<file path="config.mk">
export PLATFORM = sky130hd
export DESIGN_NAME = frame_rx_flat
export DESIGN_NICKNAME = d
export VERILOG_FILES = /design/src/rtl/frame_rx_pkg.sv /design/src/rtl/frame_rx_if.sv /design/src/rtl/frame_rx_bit_timer.sv /design/src/rtl/frame_rx.sv /design/src/flat_wrapper.sv
export SDC_FILE = /design/constraint.sdc
export NUM_CORES = 1
export LEC_CHECK = 0
export CAP_MARGIN = 25
export CORE_MARGIN = 2
export CORE_UTILIZATION = 61
export CTS_CLUSTER_DIAMETER = 40
export CTS_CLUSTER_SIZE = 30
export DETAILED_ROUTE_END_ITERATION = 10
export PLACE_DENSITY = 0.83
export SYNTH_ARGS = -nofsm -noshare
export SYNTH_HDL_FRONTEND = slang
export SYNTH_SLANG_ARGS = --single-unit
</file>
<file path="constraint.sdc">
create_clock -name clk -period 2.96 [get_ports clk]
set_input_delay 0.444 -clock clk [delete_from_list [all_inputs] [get_ports clk]]
set_output_delay 0.444 -clock clk [all_outputs]
set_load 0.02 [all_outputs]
</file>
<file path="src/rtl/frame_rx_pkg.sv">
// Shared types and constants for the frame receiver.
//   DATA_WIDTH  payload bits per frame (LSB first on the line)
//   FRAME_BITS  line bits per frame: start + data + parity + stop
//   rx_state_t  receiver FSM state encoding
//   payload_t   payload word carried on received_data
package frame_rx_pkg;

  localparam int unsigned DATA_WIDTH = 15;
  localparam int unsigned FRAME_BITS = DATA_WIDTH + 3;

  typedef enum logic [2:0] {
    IDLE   = 3'd0,
    START  = 3'd1,
    DATA   = 3'd2,
    PARITY = 3'd3,
    STOP   = 3'd4,
    BREAK  = 3'd5
  } rx_state_t;

  typedef logic [DATA_WIDTH-1:0] payload_t;

  // Even parity holds when data bits plus parity bit XOR to zero.
  function automatic logic parity_ok(input payload_t data, input logic par);
    return ~(^{data, par});
  endfunction

endpackage

</file>
<file path="src/rtl/frame_rx_if.sv">
// Bundle between the serial line, the receiver and the command decoder.
//   rx             serial line, idle high
//   received_data  last good payload
//   frame_valid    1-cycle pulse, received_data just updated
//   parity_err     1-cycle pulse, parity mismatch
//   frame_err      1-cycle pulse, stop bit low
//   busy           receiver is inside a frame (not IDLE)
// master: the receiver side; slave: line driver / payload consumer side.
interface frame_rx_if;
  import frame_rx_pkg::*;

  logic     rx;
  payload_t received_data;
  logic     frame_valid;
  logic     parity_err;
  logic     frame_err;
  logic     busy;

  modport master (
    input  rx,
    output received_data, frame_valid, parity_err, frame_err, busy
  );

  modport slave (
    output rx,
    input  received_data, frame_valid, parity_err, frame_err, busy
  );

endinterface

</file>
<file path="src/rtl/frame_rx_bit_timer.sv">
// Bit timer: down-counter that produces a sample tick once per line bit.
//   clk, rst   clock, async active-high reset
//   load_half  load CLKS_PER_BIT/2-1 so the first tick lands mid start bit
//   run        count while the receiver is inside a frame
//   tick_c     combinational: counter is at zero while running
// CLKS_PER_BIT must be even and at least 4.
module frame_rx_bit_timer #(
  parameter int unsigned CLKS_PER_BIT = 16
) (
  input  logic clk,
  input  logic rst,
  input  logic load_half,
  input  logic run,
  output logic tick_c
);

  localparam int unsigned CW = $clog2(CLKS_PER_BIT);
  localparam logic [CW-1:0] RELOAD = CW'(CLKS_PER_BIT - 1);
  localparam logic [CW-1:0] HALF   = CW'(CLKS_PER_BIT / 2 - 1);

  logic [CW-1:0] cnt_q;

  // Counter holds outside a frame; reloads a full bit period on each tick.
  always_ff @(posedge clk or posedge rst) begin
    if (rst) begin
      cnt_q <= '0;
    end else if (load_half) begin
      cnt_q <= HALF;
    end else if (run) begin
      cnt_q <= (cnt_q == '0) ? RELOAD : cnt_q - CW'(1);
    end
  end

  assign tick_c = run & (cnt_q == '0);

endmodule

</file>
<file path="src/rtl/frame_rx.sv">
// Serial frame receiver: start, DATA_WIDTH data bits LSB first, even parity,
// stop. Publishes a clean payload with a frame_valid pulse, flags parity and
// framing errors with single-cycle pulses.
//   clk, rst  clock, async active-high reset
//   bus       frame_rx_if.master: rx in; received_data, frame_valid,
//             parity_err, frame_err, busy out (all registered)
module frame_rx
  import frame_rx_pkg::*;
#(
  parameter int unsigned CLKS_PER_BIT = 16
) (
  input  logic clk,
  input  logic rst,
  frame_rx_if.master bus
);

  localparam int unsigned IW = $clog2(DATA_WIDTH);
  localparam logic [IW-1:0] LAST_IDX = IW'(DATA_WIDTH - 1);

  localparam logic [2:0] S_IDLE   = IDLE;
  localparam logic [2:0] S_START  = START;
  localparam logic [2:0] S_DATA   = DATA;
  localparam logic [2:0] S_PARITY = PARITY;
  localparam logic [2:0] S_STOP   = STOP;
  localparam logic [2:0] S_BREAK  = BREAK;

  // Input synchronizer and falling-edge detect
  logic       sync1_q, sync2_q;
  logic [1:0] fill_q;
  logic       hist_q;
  logic       rx_s;
  logic       fall_c;

  assign rx_s = sync2_q;

  // fill_q flushes the reset value out of the synchronizer: history only
  // tracks rx_s once real line samples arrive, so a line that is already low
  // when rst falls is never mistaken for a start edge.
  always_ff @(posedge clk or posedge rst) begin
    if (rst) begin
      sync1_q <= 1'b1;
      sync2_q <= 1'b1;
      fill_q  <= 2'b00;
      hist_q  <= 1'b0;
    end else begin
      sync1_q <= bus.rx;
      sync2_q <= sync1_q;
      fill_q  <= {fill_q[0], 1'b1};
      hist_q  <= fill_q[1] ? sync2_q : 1'b0;
    end
  end

  assign fall_c = fill_q[1] & hist_q & ~rx_s;

  // Bit timer
  logic load_half_c;
  logic run_c;
  logic tick_c;

  frame_rx_bit_timer #(
    .CLKS_PER_BIT(CLKS_PER_BIT)
  ) u_timer (
    .clk      (clk),
    .rst      (rst),
    .load_half(load_half_c),
    .run      (run_c),
    .tick_c   (tick_c)
  );

  // FSM and datapath registers
  logic [2:0]    state_q, state_d;
  logic [IW-1:0] idx_q, idx_d;
  payload_t      shift_q, shift_d;
  logic          par_q, par_d;
  payload_t      data_q, data_d;
  logic          valid_q, valid_d;
  logic          perr_q, perr_d;
  logic          ferr_q, ferr_d;
  logic          busy_q;

  assign run_c = (state_q == S_START) || (state_q == S_DATA) ||
                 (state_q == S_PARITY) || (state_q == S_STOP);

  // Next-state, datapath and pulse logic
  always_comb begin
    state_d     = state_q;
    idx_d       = idx_q;
    shift_d     = shift_q;
    par_d       = par_q;
    data_d      = data_q;
    valid_d     = 1'b0;
    perr_d      = 1'b0;
    ferr_d      = 1'b0;
    load_half_c = 1'b0;

    case (state_q)
      S_IDLE: begin
        if (fall_c) begin
          load_half_c = 1'b1;
          state_d     = S_START;
        end
      end
      S_START: begin
        // Line back high at mid start bit: treat as a glitch.
        if (tick_c) begin
          if (!rx_s) begin
            state_d = S_DATA;
            idx_d   = '0;
          end else begin
            state_d = S_IDLE;
          end
        end
      end
      S_DATA: begin
        if (tick_c) begin
          shift_d[idx_q] = rx_s;
          if (idx_q == LAST_IDX) begin
            state_d = S_PARITY;
          end else begin
            idx_d = idx_q + IW'(1);
          end
        end
      end
      S_PARITY: begin
        if (tick_c) begin
          par_d   = rx_s;
          state_d = S_STOP;
        end
      end
      S_STOP: begin
        // Framing error outranks parity error.
        if (tick_c) begin
          if (!rx_s) begin
            ferr_d  = 1'b1;
            state_d = S_BREAK;
          end else if (parity_ok(shift_q, par_q)) begin
            data_d  = shift_q;
            valid_d = 1'b1;
            state_d = S_IDLE;
          end else begin
            perr_d  = 1'b1;
            state_d = S_IDLE;
          end
        end
      end
      S_BREAK: begin
        // Hold off until the line recovers so a stuck-low line cannot retrigger.
        if (rx_s) begin
          state_d = S_IDLE;
        end
      end
      default: begin
        state_d = S_IDLE;
      end
    endcase
  end

  always_ff @(posedge clk or posedge rst) begin
    if (rst) begin
      state_q <= S_IDLE;
      idx_q   <= '0;
      shift_q <= '0;
      par_q   <= 1'b0;
      data_q  <= '0;
      valid_q <= 1'b0;
      perr_q  <= 1'b0;
      ferr_q  <= 1'b0;
      busy_q  <= 1'b0;
    end else begin
      state_q <= state_d;
      idx_q   <= idx_d;
      shift_q <= shift_d;
      par_q   <= par_d;
      data_q  <= data_d;
      valid_q <= valid_d;
      perr_q  <= perr_d;
      ferr_q  <= ferr_d;
      busy_q  <= (state_d != S_IDLE);
    end
  end

  assign bus.received_data = data_q;
  assign bus.frame_valid   = valid_q;
  assign bus.parity_err    = perr_q;
  assign bus.frame_err     = ferr_q;
  assign bus.busy          = busy_q;

endmodule
</file>
<file path="src/flat_wrapper.sv">
// flat-port wrapper written by rule: the top's interface ports become plain ports
module frame_rx_flat import frame_rx_pkg::*;
#(
  parameter int unsigned CLKS_PER_BIT = 16
)
  (clk, rst, bus_rx, bus_received_data, bus_frame_valid, bus_parity_err, bus_frame_err, bus_busy);
  frame_rx_if bus_i ();
  input  logic clk;
  input  logic rst;
  input wire logic [$bits(bus_i.rx)-1:0] bus_rx;
  output wire logic [$bits(bus_i.received_data)-1:0] bus_received_data;
  output wire logic [$bits(bus_i.frame_valid)-1:0] bus_frame_valid;
  output wire logic [$bits(bus_i.parity_err)-1:0] bus_parity_err;
  output wire logic [$bits(bus_i.frame_err)-1:0] bus_frame_err;
  output wire logic [$bits(bus_i.busy)-1:0] bus_busy;
  assign bus_i.rx = bus_rx;
  assign bus_received_data = bus_i.received_data;
  assign bus_frame_valid = bus_i.frame_valid;
  assign bus_parity_err = bus_i.parity_err;
  assign bus_frame_err = bus_i.frame_err;
  assign bus_busy = bus_i.busy;
  frame_rx #(.CLKS_PER_BIT(CLKS_PER_BIT)) u_core (.clk(clk), .rst(rst), .bus(bus_i));
endmodule
</file>
* After elaboration in Yosys (flattened, before gate mapping)
Index checks and enable logic that the tools add are counted. Widths: inputs -> output; s select.
Storage, ports and cells: register bits after elaboration 51, bits in latches 0, bits in writable memories 0, bits in read-only memories 0, input port bits 3, logic and storage cells 82, memories 0
Cells by class: add/sub/neg operators 2, multipliers 0, div/mod/pow operators 0, $lt $le $gt $ge 2, eq/ne operators 10, shift operators 0, multiplexer cells 35, bitwise logic cells 5, reduce and logical (&&, ||, !) cells 14
Operators with widths (number):
- $mux 4 | 7
- $mux 3 | 8
- $pmux 3 s6 | 1
- $reduce_xor 16->1 | 1
- $bwmux 15 | 1
- $mux 1 | 15
- $pmux 4 s2 | 1
- $eq 3x2->1 const B | 2
- $eq 3x3->1 const B | 2
- $lt 4x5->1 const B | 1
- $reduce_and 5->1 | 1
- $add 4x1->4 const B | 1
- $demux 1 s4 | 1
- $eq 4x4->1 const B | 1
- $ge 4x1->1 const B | 1
- $logic_not 4->1 | 1
- $ne 2x1->1 const B | 2
- $ne 2x2->1 const B | 2
- $reduce_and 2->1 | 2
- $reduce_and 4->1 | 1
- $reduce_bool 2->1 | 2
- $sub 4x1->4 const B | 1
- $and 1x1->1 | 3
- $eq 3x1->1 const B | 1
- 6 further kinds | 9

* Logic depth before layout (Yosys ltp)
depth after elaboration 8, mapped depth 8

* By module
Synthesis repeated with hierarchy kept, for this count alone.
Second synthesis, totals: cell total of the unflattened synthesis 190, area total of the unflattened synthesis 2336.0 µm²
Modules (own cells, without submodules):
- frame_rx | times used 1, cells an instance 168, area each 2120.8 µm², seq. area each 1178.6 µm²
- frame_rx_bit_timer | times used 1, cells an instance 22, area each 215.2 µm², seq. area each 100.1 µm²

* Worst setup path before layout
Ideal clock, no wire load.
path kind register to register, from reg u_core.u_timer.cnt_q[0], to reg u_core.data_q[0], in the netlist u_core.bus.received_data[0], library setup time 0.125 ns, arrival time 1.871 ns, setup slack 0.964 ns, cell stages (with the launch flop) 8, path buffers 1, cells stage by stage dfrtp_1 > inv_1 > ha_1 > nor3b_2 > nand4_1 > nor2_4 > buf_12 > mux2_4
Between the ends: longest elaborated chain between the ends 3
RTL lines:
- start, declared | line frame_rx_bit_timer.sv:21 | logic [CW-1:0] cnt_q;
- start signal, assigned | line frame_rx_bit_timer.sv:30 | cnt_q <= (cnt_q == '0) ? RELOAD : cnt_q - CW'(1);
- $logic_not 4->1 | line frame_rx_bit_timer.sv:34 | assign tick_c = run & (cnt_q == '0);
- $and 1x1->1 | line frame_rx_bit_timer.sv:34
- $reduce_and 4->1 (no line)
- end signal, assigned | line frame_rx.sv:174 | data_q <= data_d;
- end, declared | line frame_rx.sv:75 | payload_t data_q, data_d;
No other way between the ends. A chain may end at the register's enable or synchronous reset.

* Final worst setup path
from reg u_core.u_timer.cnt_q[0], to reg u_core.data_q[12], in the netlist u_core.bus.received_data[12]
The elaborated chain is that of the path after synthesis.

==> reports/results.tsv <==
stage	metric	value	unit
placed_design	Placer Congestion	0.793	
logic_synthesis	synthesized flop and latch total	51	
floorplanning	die height	67.3	um
power_and_ir_drop	Seq pwr share	0.513	
logic_synthesis	Post-synth ARST share	1.00	
final_layout	most common cell after layout, fill and taps aside	dfrtp_1	
logic_synthesis	Synth Area in Simple Gates	0.158	
final_layout	layout cells sized above 1	0.217	
floorplanning	row count	23	
power_and_ir_drop	Clk pwr share	0.259	
routing	DRT Pass-1 Iters	4	
sta	fin crit share	0.759	
global_route	number of global-route vias before repair	1428	
sta	RSZ-0062 raised after global routing	false	
routing	drt total wl	4100	um
floorplanning	die footprint	4530	sq um
logic_synthesis	Post-Synthesis Cells	208	
critical_path	CP Capture Type	flop	
sta	Layout Skew	0.00485	ns
critical_path	Crit path largest cell delay	0.51	ns
floorplanning	core area	3940	sq um
global_route	initial antenna violation count	0	
power_and_ir_drop	Gate power share	0.229	
sta	Finish-stage setup viols	0	
floorplanning	Die Wd	67.3	um
critical_path	WP data required	3.15	ns
power_and_ir_drop	switching power total	532	uW
routing	drt drc	0	
worst_hold_path	hold crit path type	flop to flop	
final_layout	antenna diode count	0	
clocking	hold_buf cts	0	
final_layout	Synth-to-Final Area Change	13.8	%
critical_path	CP top delay family	simple AND/OR/NAND/NOR gates	
placed_design	Detailed Place HPWL	2760	um
logic_synthesis	Area contributors post-synth	dfrtp_1 50%, mux2_2 9.7%, mux2_4 5.5%	
clocking	root buf cell	clkbuf_8	
power_and_ir_drop	Net Sw Frac	0.317	
global_route	grt ovf	0	
clocking	post-cts sizing count	0	
clocking	clk sinks	51	
power_and_ir_drop	Max VDD drop	0.000641	V
global_route	first-pass GRT wire length	6850	um
final_layout	Non-Filler Instances	280	
logic_synthesis	area share of the largest cell type after synthesis	0.501	
routing	vias post-DR	1594	
logic_synthesis	number of synthesized flops with an enable pin	0	
critical_path	CP arrival	2.44	ns
sta	Slew @ Worst Pin	0.559	ns
floorplanning	# IOs	22	
critical_path	Max Fanout on Critical Path	16	
placed_design	placed insts	272	
power_and_ir_drop	pwr dens	602	nW/um^2
logic_synthesis	post-synthesis xor/xnor area fraction	0.0573	
floorplanning	starting density of the core	0.621	
sta	final setup TNS	0	ns
power_and_ir_drop	leak pwr	1.25	nW
sta	Max Clk Rate	0.445	GHz
logic_synthesis	Cell Area, Synth	2450	sq um
placed_design	IO Port Bufs	21	
clocking	clock slew seen by the registers of the worst setup and hold paths	0.09	ns
sta	Period minus WS final	2.25	ns
sta	max-slew violations	0	
routing	Detail Route Antenna Nets	0	
critical_path	startpoint class of the critical path	flop	
power_and_ir_drop	Int Pwr	1.14	mW
logic_synthesis	Post-Syn Nets	217	
logic_synthesis	Post-synth top flop	dfrtp_1	
sta	max_slew headroom	0.624	
final_layout	Final nets	238	
clocking	clk_lat worst skew	0.30	ns
logic_synthesis	synthesized area per cell	11.8	sq um
critical_path	CP max stage cell	nor2_4	
sta	Final Hold Fails	0	
outcome	outcome	complete, no violations	
clocking	CTS Buffer Depth	2	
logic_synthesis	largest family of logic cells by synthesized area	simple AND/OR/NAND/NOR gates	
routing	vias per cell	5.69	
logic_synthesis	post-synthesis adder-cell area fraction	0.0307	
logic_synthesis	synth warn	0	
clocking	CTS tree	built	
sta	hold slack	0.353	ns
run	MaxCap Viol Count	0	
critical_path	critical path cell sequence	inv_1, ha_1, nor3b_2, buf_4, nand4_1, nor2_4, mux2_2	
logic_synthesis	largest area contributor in the netlist	dfrtp_1	
clocking	Num CTS Buffers	5	
global_route	largest net degree at the start of global routing	26	
clocking	total setup buffers inserted after CTS	0	
routing	WL/cell	14.6	um
logic_synthesis	synth unique cells	38	
critical_path	Critical path buffers and inverters	2	
logic_synthesis	mux contribution to synthesized area	0.156	
logic_synthesis	Synth Area in Compound Gates	0.0404	
critical_path	type of the worst setup path	flop to flop	
logic_synthesis	sequential fraction of the synthesis area	0.522	
clocking	H-Tree Depth	2	
final_layout	utilization after layout	0.706	
routing	Starting DRT DRC Count	139	
final_layout	commonest non-fill, non-tap cells in the layout	49 x dfrtp_1, 21 x mux2_2, 21 x clkdlybuf4s50_1	
global_route	Total GRT Usage	0.207	
-- state kept, by name (all words and copies together), names as in the netlist, 2 cells and up --
register and count:
u_core.idx_q 4, u_core.bus.received_data 15, u_core.fill_q 2, u_core.state_q 3, u_core.shift_q 15, u_core.u_timer.cnt_q 4
-- worst register-to-register path, cell delays in order, from the launching register on --
cell     delay [ns]
dfrtp_1        0.41
inv_1          0.10
ha_1           0.18
nor3b_2        0.17
buf_4          0.18
nand4_1        0.18
nor2_4         0.51
mux2_2         0.41
-- logic make-up after synthesis --
logic type	count (synthesis)
other	1
adder cells (fa/ha/maj)	6
flip-flops	51
multiplexers	31
AO/OA/AOI/OAI	18
XOR/XNOR	16
AND/OR/NAND/NOR	70
buffers and inverters	15
-- routing by layer --
layer	routed length (um)	vias to the layer above	GRT usage
met5	0	-	0
met4	48	0	0.0612
met3	140	5	0.0500
met2	1900	30	0.297
met1	2010	790	0.311
li1	-	769	-
-- power by group through the flow --
stage / registers, mW / clock network, mW / logic [mW]
6_report: 0.860 / 0.434 / 0.383
5_1_grt: 0.870 / 0.480 / 0.428
4_1_cts: 0.856 / 0.447 / 0.383
3_5_place_dp: 0.868 / 0 / 0.377
3_3_place_gp: 0.868 / 0 / 0.364
2_1_floorplan: 0.835 / 0 / 0.319
-- Yosys cell counts (2+ instances only) --
cell / count
dfrtp_1: 49
mux2_2: 21
nand2_1: 17
nand3_1: 17
xnor2_1: 15
o21ai_0: 12
mux2_4: 9
nor2_1: 8
clkbuf_1: 6
ha_1: 6
inv_1: 5
nand4_1: 5
nor3_1: 5
a21oi_1: 3
nor2b_1: 3
dfstp_2: 2
nand3b_1: 2
nor2_4: 2
or3b_2: 2
-- final timing paths --
check / from / endpoint / cells past startpoint / slack (ns)
setup / recovery: u_core.u_timer.cnt_q[0] / u_core.bus.received_data[12] / 7 / 0.71
hold / removal: u_core.fill_q[0] / u_core.fill_q[1] / 0 / 0.35
setup reg to reg: u_core.u_timer.cnt_q[0] / u_core.bus.received_data[12] / 7 / 0.71
hold reg to reg: u_core.fill_q[0] / u_core.fill_q[1] / 0 / 0.35
max in group asynchronous: rst / u_core.rx_s / 3 / 1.85
min in group asynchronous: rst / u_core.bus.received_data[10] / 2 / 0.48
-- layout make-up --
| class | count | area (sq um) |
|---|---|---|
| multi-input combinational | 142 | 1090 |
| clock inverter | 1 | 7.51 |
| timing repair buffer | 24 | 233 |
| sequential | 51 | 1280 |
| clock buffer | 7 | 96.3 |
| inverter | 5 | 18.8 |
| fill | 281 | 1160 |
| tap | 50 | 62.6 |
-- per-stage QoR --
stage	cell area (sq um)	setup WS [ns]	power [mW]
after floorplan	2450	0.964	1.15
after global placement	2680	0.836	1.23
after detailed placement	2680	0.744	1.24
after CTS	2780	0.716	1.69
after global routing	2780	0.539	1.78
final	2780	0.714	1.68
(Power assumes the default switching activity.)
